## config.mk

```make
export PLATFORM = sky130hd
export DESIGN_NAME = sum_match_hlsm_flat
export DESIGN_NICKNAME = d
export VERILOG_FILES = /design/src/rtl/sum_match_hlsm_pkg.sv /design/src/rtl/sum_match_hlsm_if.sv /design/src/rtl/sum_match_hlsm_rel.sv /design/src/rtl/sum_match_hlsm.sv /design/src/flat_wrapper.sv
export SDC_FILE = /design/constraint.sdc
export NUM_CORES = 1
export LEC_CHECK = 0
export BUFFER_PORTS_ARGS = -buffer_cell sky130_fd_sc_hd__buf_2
export CAP_MARGIN = 40
export CORE_MARGIN = 4
export CORE_UTILIZATION = 50
export CTS_CLUSTER_SIZE = 24
export DETAILED_ROUTE_END_ITERATION = 10
export HOLD_SLACK_MARGIN = 0.06
export PLACE_DENSITY_LB_ADDON = 0.1
export SLEW_MARGIN = 20
export SYNTH_ARGS = -nofsm -noshare
export SYNTH_HDL_FRONTEND = slang
export SYNTH_SLANG_ARGS = --single-unit
```

## constraint.sdc

```tcl
create_clock -name clk -period 5.5 [get_ports clk]
set_input_delay 0.825 -clock clk [delete_from_list [all_inputs] [get_ports clk]]
set_output_delay 0.825 -clock clk [all_outputs]
set_load 0.02 [all_outputs]
```

## src/rtl/sum_match_hlsm_pkg.sv

```systemverilog
// Shared encodings for the sum-match state machine: controller states and
// compare relations selected by the mode input.
package sum_match_hlsm_pkg;

  typedef enum logic [1:0] {
    S_IDLE = 2'b00,
    S_CALC = 2'b01,
    S_CMP  = 2'b10,
    S_DONE = 2'b11
  } state_t;

  localparam logic [1:0] M_EQ = 2'b00;
  localparam logic [1:0] M_NE = 2'b01;
  localparam logic [1:0] M_GT = 2'b10;
  localparam logic [1:0] M_LT = 2'b11;

endpackage

```

## src/rtl/sum_match_hlsm_if.sv

```systemverilog
// Request/response bundle of the sum-match block: start/clear controls,
// operands and target in; captured operands, sum, result and status out.
interface sum_match_hlsm_if #(
  parameter int W  = 4,
  parameter int CW = 8
);
  logic          b;
  logic          clr;
  logic [1:0]    mode;
  logic [W-1:0]  Di;
  logic [W-1:0]  Ei;
  logic [W-1:0]  F;
  logic [W-1:0]  Do;
  logic [W-1:0]  Eo;
  logic [W:0]    sum_o;
  logic          match;
  logic          done;
  logic          busy;
  logic [CW-1:0] match_cnt;

  modport master (
    output b, clr, mode, Di, Ei, F,
    input  Do, Eo, sum_o, match, done, busy, match_cnt
  );

  modport slave (
    input  b, clr, mode, Di, Ei, F,
    output Do, Eo, sum_o, match, done, busy, match_cnt
  );
endinterface

```

## src/rtl/sum_match_hlsm_rel.sv

```systemverilog
// Combinational datapath: carry-preserving (or wrapping) W-bit adder and the
// eq/ne/gt/lt relation of a registered sum against a zero-extended target.
module sum_rel_unit
  import sum_match_hlsm_pkg::*;
#(
  parameter int W    = 4,
  parameter int WRAP = 0
) (
  input  logic [W-1:0] op_a,
  input  logic [W-1:0] op_b,
  input  logic [W:0]   sum_in,
  input  logic [W-1:0] tgt,
  input  logic [1:0]   mode,
  output logic [W:0]   sum,
  output logic         rel
);
  logic [W:0] full;
  logic [W:0] tgt_z;

  assign full  = {1'b0, op_a} + {1'b0, op_b};
  assign tgt_z = {1'b0, tgt};

  // Legacy wrap mode drops the carry so the sum never exceeds W bits.
  generate
    if (WRAP != 0) begin : g_wrap
      assign sum = {1'b0, full[W-1:0]};
    end else begin : g_carry
      assign sum = full;
    end
  endgenerate

  always_comb begin
    rel = 1'b0;
    case (mode)
      M_EQ:    rel = (sum_in == tgt_z);
      M_NE:    rel = (sum_in != tgt_z);
      M_GT:    rel = (sum_in >  tgt_z);
      M_LT:    rel = (sum_in <  tgt_z);
      default: rel = 1'b0;
    endcase
  end
endmodule

```

## src/rtl/sum_match_hlsm.sv

```systemverilog
// Sum-match HLSM: capture operands on a start request, add, compare against a
// target under a run-time relation, pulse done and count matches.
module sum_match_hlsm
  import sum_match_hlsm_pkg::*;
#(
  parameter int W    = 4,
  parameter int CW   = 8,
  parameter int WRAP = 0
) (
  input  logic            clk,
  input  logic            rst,
  sum_match_hlsm_if.slave bus
);
  state_t        state;
  state_t        nxt;
  logic [W-1:0]  d_q;
  logic [W-1:0]  e_q;
  logic [W-1:0]  f_q;
  logic [1:0]    mode_q;
  logic [W:0]    sum_q;
  logic [W:0]    sum_nxt;
  logic          match_q;
  logic          rel;
  logic [CW-1:0] cnt_q;
  logic          cap;
  logic          in_calc;
  logic          in_cmp;

  assign cap     = (state == S_IDLE) && bus.b;
  assign in_calc = (state == S_CALC);
  assign in_cmp  = (state == S_CMP);

  sum_rel_unit #(.W(W), .WRAP(WRAP)) u_rel (
    .op_a   (d_q),
    .op_b   (e_q),
    .sum_in (sum_q),
    .tgt    (f_q),
    .mode   (mode_q),
    .sum    (sum_nxt),
    .rel    (rel)
  );

  always_ff @(posedge clk or negedge rst) begin
    if (!rst) state <= S_IDLE;
    else      state <= nxt;
  end

  always_comb begin
    nxt = state;
    case (state)
      S_IDLE:  if (bus.b) nxt = S_CALC;
      S_CALC:  nxt = S_CMP;
      S_CMP:   nxt = S_DONE;
      S_DONE:  nxt = S_IDLE;
      default: nxt = S_IDLE;
    endcase
  end

  // clr outranks both the capture and the mismatch zeroing.
  always_ff @(posedge clk or negedge rst) begin
    if (!rst) begin
      d_q <= '0;
      e_q <= '0;
    end else if (bus.clr) begin
      d_q <= '0;
      e_q <= '0;
    end else if (cap) begin
      d_q <= bus.Di;
      e_q <= bus.Ei;
    end else if (in_cmp && !rel) begin
      d_q <= '0;
      e_q <= '0;
    end
  end

  always_ff @(posedge clk or negedge rst) begin
    if (!rst) begin
      f_q    <= '0;
      mode_q <= M_EQ;
    end else if (cap) begin
      f_q    <= bus.F;
      mode_q <= bus.mode;
    end
  end

  always_ff @(posedge clk or negedge rst) begin
    if (!rst)         sum_q <= '0;
    else if (in_calc) sum_q <= sum_nxt;
  end

  always_ff @(posedge clk or negedge rst) begin
    if (!rst)        match_q <= 1'b0;
    else if (in_cmp) match_q <= rel;
  end

  // Saturating match counter; a coincident clr swallows the increment.
  always_ff @(posedge clk or negedge rst) begin
    if (!rst)                                    cnt_q <= '0;
    else if (bus.clr)                            cnt_q <= '0;
    else if (in_cmp && rel && cnt_q != '1)       cnt_q <= cnt_q + CW'(1);
  end

  assign bus.Do        = d_q;
  assign bus.Eo        = e_q;
  assign bus.sum_o     = sum_q;
  assign bus.match     = match_q;
  assign bus.done      = (state == S_DONE);
  assign bus.busy      = (state != S_IDLE);
  assign bus.match_cnt = cnt_q;
endmodule

```

## src/flat_wrapper.sv

```systemverilog
// flat-port wrapper written by rule: the top's interface ports become plain ports
module sum_match_hlsm_flat import sum_match_hlsm_pkg::*;
#(
  parameter int W    = 4,
  parameter int CW   = 8,
  parameter int WRAP = 0
)
  (clk, rst, bus_b, bus_clr, bus_mode, bus_Di, bus_Ei, bus_F, bus_Do, bus_Eo, bus_sum_o, bus_match, bus_done, bus_busy, bus_match_cnt);
  sum_match_hlsm_if #(.W(W), .CW(CW)) bus_i ();
  input  logic clk;
  input  logic rst;
  input wire logic [$bits(bus_i.b)-1:0] bus_b;
  input wire logic [$bits(bus_i.clr)-1:0] bus_clr;
  input wire logic [$bits(bus_i.mode)-1:0] bus_mode;
  input wire logic [$bits(bus_i.Di)-1:0] bus_Di;
  input wire logic [$bits(bus_i.Ei)-1:0] bus_Ei;
  input wire logic [$bits(bus_i.F)-1:0] bus_F;
  output wire logic [$bits(bus_i.Do)-1:0] bus_Do;
  output wire logic [$bits(bus_i.Eo)-1:0] bus_Eo;
  output wire logic [$bits(bus_i.sum_o)-1:0] bus_sum_o;
  output wire logic [$bits(bus_i.match)-1:0] bus_match;
  output wire logic [$bits(bus_i.done)-1:0] bus_done;
  output wire logic [$bits(bus_i.busy)-1:0] bus_busy;
  output wire logic [$bits(bus_i.match_cnt)-1:0] bus_match_cnt;
  assign bus_i.b = bus_b;
  assign bus_i.clr = bus_clr;
  assign bus_i.mode = bus_mode;
  assign bus_i.Di = bus_Di;
  assign bus_i.Ei = bus_Ei;
  assign bus_i.F = bus_F;
  assign bus_Do = bus_i.Do;
  assign bus_Eo = bus_i.Eo;
  assign bus_sum_o = bus_i.sum_o;
  assign bus_match = bus_i.match;
  assign bus_done = bus_i.done;
  assign bus_busy = bus_i.busy;
  assign bus_match_cnt = bus_i.match_cnt;
  sum_match_hlsm #(.W(W), .CW(CW), .WRAP(WRAP)) u_core (.clk(clk), .rst(rst), .bus(bus_i));
endmodule
```

Word level (Yosys, flattened, before mapping)
Index checks and enable logic that the tools add are counted.
Widths: inputs -> output; s select.

cells by class
  reduce and logical (&&, ||, !) cells = 10
  equality and inequality tests = 10
  order comparisons = 2
  multiplexer cells = 10
  add/sub/neg operators = 2

operators with widths
  kind                 number
  $mux 4               5
  $mux 8               2
  $add 8x1->8 const B  1
  $eq 2x2->1 const B   4
  $ne 8x8->1 const B   1
  $pmux 2 s4           1
  $add 4x4->5          1
  $eq 5x4->1           1
  $gt 5x4->1           1
  $lt 5x4->1           1
  $ne 5x4->1           1
  $eq 2x1->1 const B   2
  $logic_and 1x1->1    4
  $logic_not 2->1      2
  $pmux 1 s4           1
  $reduce_bool 2->1    2
  $reduce_bool 3->1    1
  $mux 2               1
  $ne 2x2->1 const B   1
  $logic_not 1->1      1

storage, ports and cells
  input bits = 18
  output and inout port bits = 24
  word-level logic and storage cells = 42
  register bits = 30

Logic depth before layout (Yosys ltp)
Gate-level depths: netlist of run 1.

  depth in word-level cells = 7
  mapped depth = 9
  mapped depth without buffers = 8

Hierarchy
A second synthesis of run 1 with hierarchy kept.

second synthesis, totals
  cells, all modules = 142
  area, all modules = 1609.0 um^2

modules (own cells, without submodules)
  module          area an instance (um^2)  sequential area each (um^2)  times used  cells an instance
  sum_match_hlsm  1336.3                   750.7                        1           106
  sum_rel_unit    272.8                    0.0                          1           36

Worst setup path before layout of run 1
OpenSTA, ideal clock, no wires.

  path kind = reg-to-reg
  start point = register u_core.sum_q[2], in the netlist u_core.bus.sum_o[2]
  end point = register u_core.cnt_q[0], in the netlist u_core.bus.match_cnt[0]
  arrival = 2.233 ns
  setup time = 0.125 ns
  period minus slack after synthesis = 2.358 ns
  setup slack = 3.142 ns
  stages on the path, launching flop included = 9
  required time = 5.375 ns
  buffers on the path = 1
  cells stage by stage = dfrtp_1 > ha_1 > nand3_2 > or3_1 > o211a_1 > a211o_1 > buf_6 > a31oi_4 > mux2_2

on the way
  word-level cells in the longest chain between the ends = 5
  elaborated cells on any way between the ends = 8
  classes of those cells = 2 x order compare; 2 x eq/ne; 1 x mux; 3 x reduce/logical

RTL lines
  element                                   line                      source
  start, declared                           sum_match_hlsm.sv:20      logic [W:0] sum_q;
  start signal, assigned                    sum_match_hlsm.sv:88      else if (in_calc) sum_q <= sum_nxt;
  $lt 5x4->1, or another cell as far along  sum_match_hlsm_rel.sv:38  M_LT: rel = (sum_in < tgt_z);
  $pmux 1 s4 *                              sum_match_hlsm_rel.sv:34  case (mode)
  $logic_and 1x1->1 * (2 in a row)          sum_match_hlsm.sv:100     else if (in_cmp && rel && cnt_q != '1) cnt_q <= cnt_q + CW'(1);
  $reduce_bool 2->1 (no line) *             -
  end signal, assigned                      sum_match_hlsm.sv:100
  end, declared                             sum_match_hlsm.sv:24      logic [CW-1:0] cnt_q;

Every way passes the cells marked *; elsewhere a longest branch is shown, timed or not.
A chain may end at the register's enable or synchronous reset.

Final worst setup path of run 1
Same ends and word-level chain as after synthesis.

==> impl_summary.txt, run 1 <==
----------------------------------------------------
[Run]
  Max-cap check violation count ... 0

[Drt]
  Number of DRC violations after detailed-routing iteration 0 ... 70
  Detailed Routing Iterations Pass 1 ... 4
  Remaining antenna violation count ... 0
  Vias per std cell ... 5.42
  Routed wire length per instance ... 14.6 um
  DRC violation count after routing ... 0
  WL final ... 3670 um
  Vias ... 1,360

[Clock tree]
  Library cell used as clock root buffer ... sky130_fd_sc_hd__clkbuf_4
  Clock edge transition at the registers on the reported setup and hold paths ... 90 ps
  Maximum root-to-sink buffer count ... 2
  Number of buffers created by CTS ... 5
  Clock network latency to the later pin of the worst-skew pair ... 320 ps
  Hold-fix buffer count after cts ... 0
  Post-CTS resize count ... 0
  Clk sink count ... 30
  TritonCTS clock tree ... done
  Post-CTS Setup Inserts ... 0
  H-Tree Depth ... 2

[Power and ir drop]
  Overall power of the completed layout ... 864 uW
  Pwr Density ... 436 mW/mm2
  Maximum vdd ir drop ... 0.000163 V
  Leakage power ... 1.05 nW

[Worst setup path]
  WP data required ... 5720 ps
  Maximum single-stage delay on the critical path ... 400 ps
  Slowest library cell on the worst path ... sky130_fd_sc_hd__dfrtp_1
  Element type at the critical path start ... flop
  Signal arrival time at the worst endpoint ... 2630 ps
  Top fanout value on the critical path ... 9
  Sequence of cells on the critical path ... ha_1 -> nand3_2 -> or3_1 -> o211a_1 -> a211o_1 -> a31oi_4 -> mux2_2
  Critical path type ... reg -> reg
  Kind of end point of the critical path ... flop

[Floorplanning]
  Core area ... 0.00315 mm2
  Die boundary width ... 66.5 um
  Initial cell density of the core ... 0.543
  Die Height ... 66.5 um
  Top-level I/O count ... 42
  Cell Rows ... 20
  Die area ... 0.00443 mm2

[STA]
  Setup repair after global routing missed its margin ... false
  Setup Viol. Count Final ... 0
  Layout Skew ... 6.63 ps
  Max-slew violation count ... 0
  Shortest clock period the worst path allows after layout ... 2410 ps
  Slew at the pin closest to its max-slew limit ... 776 ps
  Hold Vio Cnt, Final ... 0
  Max Freq ... 414 MHz
  Share of the clock period used by the worst path ... 0.439
  Relative slew slack ... 0.481
  Sum of negative setup slack ... 0 ps

[Synth]
  Synth Cell Area ... 0.00171 mm2
  Count of distinct cell types in the synthesized netlist ... 42
  Register bit total from synthesis ... 30
  Cell types with the largest area share after synthesis ... sky130_fd_sc_hd__dfrtp_1, sky130_fd_sc_hd__ha_1, sky130_fd_sc_hd__mux2_2, sky130_fd_sc_hd__inv_1, sky130_fd_sc_hd__o32ai_1
  Number of synthesized flops with an enable pin ... 0
  Primary flip-flop cell chosen by synthesis mapping ... sky130_fd_sc_hd__dfrtp_1
  Number of warning messages in the yosys log ... 0
  Post-synthesis sequential area ratio ... 0.438
  Yosys top cell area share ... 0.438
  Async SR Flop Fraction ... 1.00
  Avg Synthesized Cell Area ... 10.3 um2
  Mapped Nets ... 200
  Cells after synthesis ... 167
  Library cell with the largest summed area after synthesis ... sky130_fd_sc_hd__dfrtp_1

[Worst hold path]
  Kind of path behind the tightest hold check ... reg -> reg

[Global routing]
  Gr ovfl total ... 0
  Antenna violations before repair ... 0
  Combined global-route utilization of all metal layers ... 0.187
  Pin count of the biggest net entering global routing ... 31
  First-pass GRT wire length ... 6170 um
  Via count of the first global-routing pass ... 1,321

[Placed design]
  IO buf count ... 41
  Routability Congestion ... 0.837
  HPWL after detailed placement ... 2730 um

[Status]
  Run status ... finished, final reports clean

[Finish]
  Most common cell after layout, fill and taps aside ... sky130_fd_sc_hd__buf_2
  Signed area change from the synthesized netlist to the final layout ... 15.6%
  Commonest cells after routing, fill and taps aside ... sky130_fd_sc_hd__buf_2, sky130_fd_sc_hd__dfrtp_1, sky130_fd_sc_hd__inv_1
  Share of layout cells above drive strength 1 ... 0.295
  N_diodes ... 0
  Final net count ... 240
  Fill cell total of the finished layout ... 297

----------------------------------------------------
Yosys cell counts (2+ instances only):
library cell,n
sky130_fd_sc_hd__a21o_1,2
sky130_fd_sc_hd__a21oi_1,8
sky130_fd_sc_hd__and3_1,2
sky130_fd_sc_hd__clkbuf_1,5
sky130_fd_sc_hd__dfrtp_1,30
sky130_fd_sc_hd__ha_1,14
sky130_fd_sc_hd__inv_1,25
sky130_fd_sc_hd__mux2_2,10
sky130_fd_sc_hd__mux2i_1,2
sky130_fd_sc_hd__nand2_1,5
sky130_fd_sc_hd__nand3_1,12
sky130_fd_sc_hd__nor2_1,7
sky130_fd_sc_hd__nor4_1,2
sky130_fd_sc_hd__o211a_1,2
sky130_fd_sc_hd__o21ai_0,4
sky130_fd_sc_hd__o32ai_1,8
sky130_fd_sc_hd__or3_1,3
sky130_fd_sc_hd__xnor2_1,2
stage by stage:
stage               std cells  utilization  hold slack (ps)  setup slack, ps  area (um2)
floorplan                 167            -              479             3140        1710
global placement          244        0.613              488             3170        1930
detailed placement        244        0.613              493             3100        1930
CTS                       251        0.628              513             3090        1980
global route              251        0.628              546             2990        1980
finish                    251        0.628              514             3090        1980
where the power goes:
| group | switching (mW) | internal, mW | total [mW] |
|---|---|---|---|
| Combinational | 0.238 | 0.173 | 0.411 |
| Sequential | 0.0497 | 0.283 | 0.333 |
| Clock | 0.0714 | 0.0481 | 0.119 |
layout make-up:
| cell class | count | area [um2] | area share |
|---|---|---|---|
| clock buffers | 7 | 45.0 | 0.0228 |
| multi-input cells | 104 | 830 | 0.419 |
| well taps | 44 | 55.1 | 0.0278 |
| inverters | 25 | 93.8 | 0.0474 |
| repair buffers | 41 | 205 | 0.104 |
| flip-flops and latches | 30 | 751 | 0.379 |
registers in the layout (all words and copies together) (netlist names):
name,cells
u_core.bus.sum_o,5
u_core.bus.match,1
u_core.bus.match_cnt,8
u_core.mode_q,2
u_core.bus.Eo,4
u_core.state,2
u_core.f_q,4
u_core.bus.Do,4
cells by family after synthesis:
family	count (synthesis)	synth area share
simple gates	40	0.122
compound gates	35	0.161
buf+inv	33	0.0774
flops	30	0.438
fa+ha+maj	15	0.114
mux	12	0.0774
xor+xnor	2	0.0102
routing by layer:
layer  GRT usage  part of all wire
met1       0.248              0.44
met2       0.300              0.49
met3      0.0371             0.050
met4      0.0685             0.016
met5           0                 0
path summary, 6_finish.rpt:
| kind | startpoint | to | slack, ps | cells past startpoint |
|---|---|---|---|---|
| setup / recovery | u_core.bus.sum_o[2]$_DFFE_PN0N_ | u_core.bus.match_cnt[0]$_DFFE_PN0P_ | 3090 | 7 |
| setup reg to reg | u_core.bus.sum_o[2]$_DFFE_PN0N_ | u_core.bus.match_cnt[0]$_DFFE_PN0P_ | 3090 | 7 |
| min in group asynchronous | rst | u_core.bus.match_cnt[6]$_DFFE_PN0P_ | 530 | 1 |
| hold reg to reg | u_core.f_q[3]$_DFFE_PN0P_ | u_core.f_q[3]$_DFFE_PN0P_ | 510 | 1 |
| hold / removal | u_core.f_q[3]$_DFFE_PN0P_ | u_core.f_q[3]$_DFFE_PN0P_ | 510 | 1 |
| max in group asynchronous | rst | u_core.f_q[3]$_DFFE_PN0P_ | 4530 | 1 |
critical path: cells and delay by family, from the launching register on:
kind / cells / cell delay [ps]
AND/OR/NAND/NOR: 2 / 480
adder cells (fa/ha/maj): 1 / 310
flip-flops: 1 / 400
multiplexers: 1 / 350
AO/OA/AOI/OAI: 3 / 770
Power figures use the tool's default switching activity.
==> inputs of run 2 (changes only) <==
==> constraint.sdc (replaced) <==
create_clock -name clk -period 2.44 [get_ports clk]
set_input_delay 0.366 -clock clk [delete_from_list [all_inputs] [get_ports clk]]
set_output_delay 0.366 -clock clk [all_outputs]
set_load 0.02 [all_outputs]
==> impl_summary.txt, run 2 (synthesized netlist as in run 1, its figures left out) <==
----------------------------------------------------
[Global routing]
  First-pass GRT wire length ... 6170 um
  Pin count of the biggest net entering global routing ... 31
  Combined global-route utilization of all metal layers ... 0.187
  Antenna violations before repair ... 0
  Gr ovfl total ... 0
  Via count of the first global-routing pass ... 1,321

[Placed design]
  IO buf count ... 41
  HPWL after detailed placement ... 2730 um
  Routability Congestion ... 0.837
  Dpl cells ... 244

[Floorplanning]
  Cell Rows ... 20
  Die area ... 0.00443 mm2
  Die boundary width ... 66.5 um
  Die Height ... 66.5 um
  Initial cell density of the core ... 0.543
  Top-level I/O count ... 42
  Core area ... 0.00315 mm2

[Worst setup path]
  WP data required ... 2660 ps
  Signal arrival time at the worst endpoint ... 2580 ps
  Sequence of cells on the critical path ... ha_1 -> nand3_2 -> or3_1 -> o211a_1 -> a211o_4 -> a31oi_4 -> mux2_2
  Maximum single-stage delay on the critical path ... 400 ps
  Cell family contributing the most delay on the critical path ... compound AO/OA/AOI/OAI gates
  Worst R2R Start ... u_core.bus.sum_o[2]$_DFFE_PN0N_
  Top fanout value on the critical path ... 9
  Critical path type ... reg -> reg
  Element type at the critical path start ... flop
  WP buf/inv ... 0
  Slowest library cell on the worst path ... sky130_fd_sc_hd__dfrtp_1
  Kind of end point of the critical path ... flop
  Register-to-register path setup slack ... 80 ps
  Cells on worst reg2reg path ... 7
  Reg2Reg Capture Point ... u_core.bus.match_cnt[0]$_DFFE_PN0P_

[STA]
  Hold Vio Cnt, Final ... 0
  Max Freq ... 424 MHz
  Share of the clock period used by the worst path ... 0.966
  Post-route worst hold slack ... 71.5 ps
  Layout Skew ... 6.27 ps
  Setup repair after global routing missed its margin ... false
  Shortest clock period the worst path allows after layout ... 2360 ps
  Sum of negative setup slack ... 0 ps
  Slew at the pin closest to its max-slew limit ... 791 ps
  Setup Viol. Count Final ... 0
  Max-slew violation count ... 0
  Relative slew slack ... 0.472

[Power and ir drop]
  Maximum vdd ir drop ... 0.000368 V
  Overall power of the completed layout ... 1.97 mW
  Pwr Density ... 989 mW/mm2
  Leakage power ... 1.05 nW

[Clock tree]
  Clock edge transition at the registers on the reported setup and hold paths ... 90 ps
  Clk sink count ... 30
  Post-CTS Setup Inserts ... 0
  Post-CTS resize count ... 0
  H-Tree Depth ... 2
  Clock network latency to the later pin of the worst-skew pair ... 320 ps
  Maximum root-to-sink buffer count ... 2
  Hold-fix buffer count after cts ... 0
  Number of buffers created by CTS ... 5
  Library cell used as clock root buffer ... sky130_fd_sc_hd__clkbuf_4
  TritonCTS clock tree ... done

[Drt]
  Remaining antenna violation count ... 0
  WL final ... 3680 um
  Vias ... 1,371
  DRC violation count after routing ... 0
  Number of DRC violations after detailed-routing iteration 0 ... 66
  Routed wire length per instance ... 14.7 um
  Detailed Routing Iterations Pass 1 ... 4
  Vias per std cell ... 5.46

[Finish]
  Final net count ... 240
  N_diodes ... 0
  Post-layout instance count excluding filler cells ... 251
  Commonest cells after routing, fill and taps aside ... sky130_fd_sc_hd__buf_2, sky130_fd_sc_hd__dfrtp_1, sky130_fd_sc_hd__inv_1
  Most common cell after layout, fill and taps aside ... sky130_fd_sc_hd__buf_2
  Share of layout cells above drive strength 1 ... 0.304
  Signed area change from the synthesized netlist to the final layout ... 16.1%
  Largest register FFs ... 8

[Worst hold path]
  Kind of path behind the tightest hold check ... in -> async

[Run]
  Max-cap check violation count ... 0

[Status]
  Run status ... finished, final reports clean

----------------------------------------------------
-- run 2: cell counts in the layout (fill, tap and decap cells not counted) --
Identical to the previous run, type by type.
-- run 2: area by class of cell --
cell class / count / area (um2)
multi-input cells: 104 / 840
flip-flops and latches: 30 / 751
clock buffers: 7 / 45.0
well taps: 44 / 55.1
fillers: 291 / 1160
inverters: 25 / 93.8
repair buffers: 41 / 205
-- run 2: how the worst max path moves through the flow --
stage | slack (ps) | to | cells past startpoint | start
2_1_floorplan | 80 | u_core.bus.match_cnt[0]$_DFFE_PN0P_ | 8 | u_core.bus.sum_o[2]$_DFFE_PN0N_
3_3_place_gp | 110 | u_core.bus.match_cnt[0]$_DFFE_PN0P_ | 7 | u_core.bus.sum_o[2]$_DFFE_PN0N_
3_5_place_dp | 40 | u_core.bus.match_cnt[0]$_DFFE_PN0P_ | 7 | u_core.bus.sum_o[2]$_DFFE_PN0N_
4_1_cts | 30 | u_core.bus.match_cnt[0]$_DFFE_PN0P_ | 7 | u_core.bus.sum_o[2]$_DFFE_PN0N_
5_1_grt | 10 | u_core.bus.match_cnt[0]$_DFFE_PN0P_ | 7 | u_core.bus.sum_o[3]$_DFFE_PN0N_
6_report | 80 | u_core.bus.match_cnt[0]$_DFFE_PN0P_ | 7 | u_core.bus.sum_o[2]$_DFFE_PN0N_
-- run 2: power by group --
group | internal, mW | switching [mW]
sequential | 0.639 | 0.113
clock | 0.108 | 0.161
combinational | 0.401 | 0.545
total | 1.15 | 0.820
-- run 2: worst register-to-register path, stage by stage, from the launching register on --
cell and delay [ps]:
sky130_fd_sc_hd__dfrtp_1 400, sky130_fd_sc_hd__ha_1 310, sky130_fd_sc_hd__nand3_2 110, sky130_fd_sc_hd__or3_1 370, sky130_fd_sc_hd__o211a_1 160, sky130_fd_sc_hd__a211o_4 370, sky130_fd_sc_hd__a31oi_4 180, sky130_fd_sc_hd__mux2_2 350
-- run 2: stage by stage --
step	instance area [um2]	utilization	setup slack, ps
finish	1990	0.631	83.0
global route	1990	0.631	10.0
CTS	1980	0.628	28.2
detailed placement	1930	0.613	41.1
global placement	1930	0.613	107
floorplan	1710	-	82.2
-- run 2: per-layer routing --
layer | part of all wire | global-route usage | vias to the layer above
met1 | 0.44 | 0.248 | 662
met3 | 0.048 | 0.0371 | 7
met5 | 0 | 0 | -
li1 | - | - | 668
met4 | 0.015 | 0.0685 | 0
met2 | 0.49 | 0.300 | 34
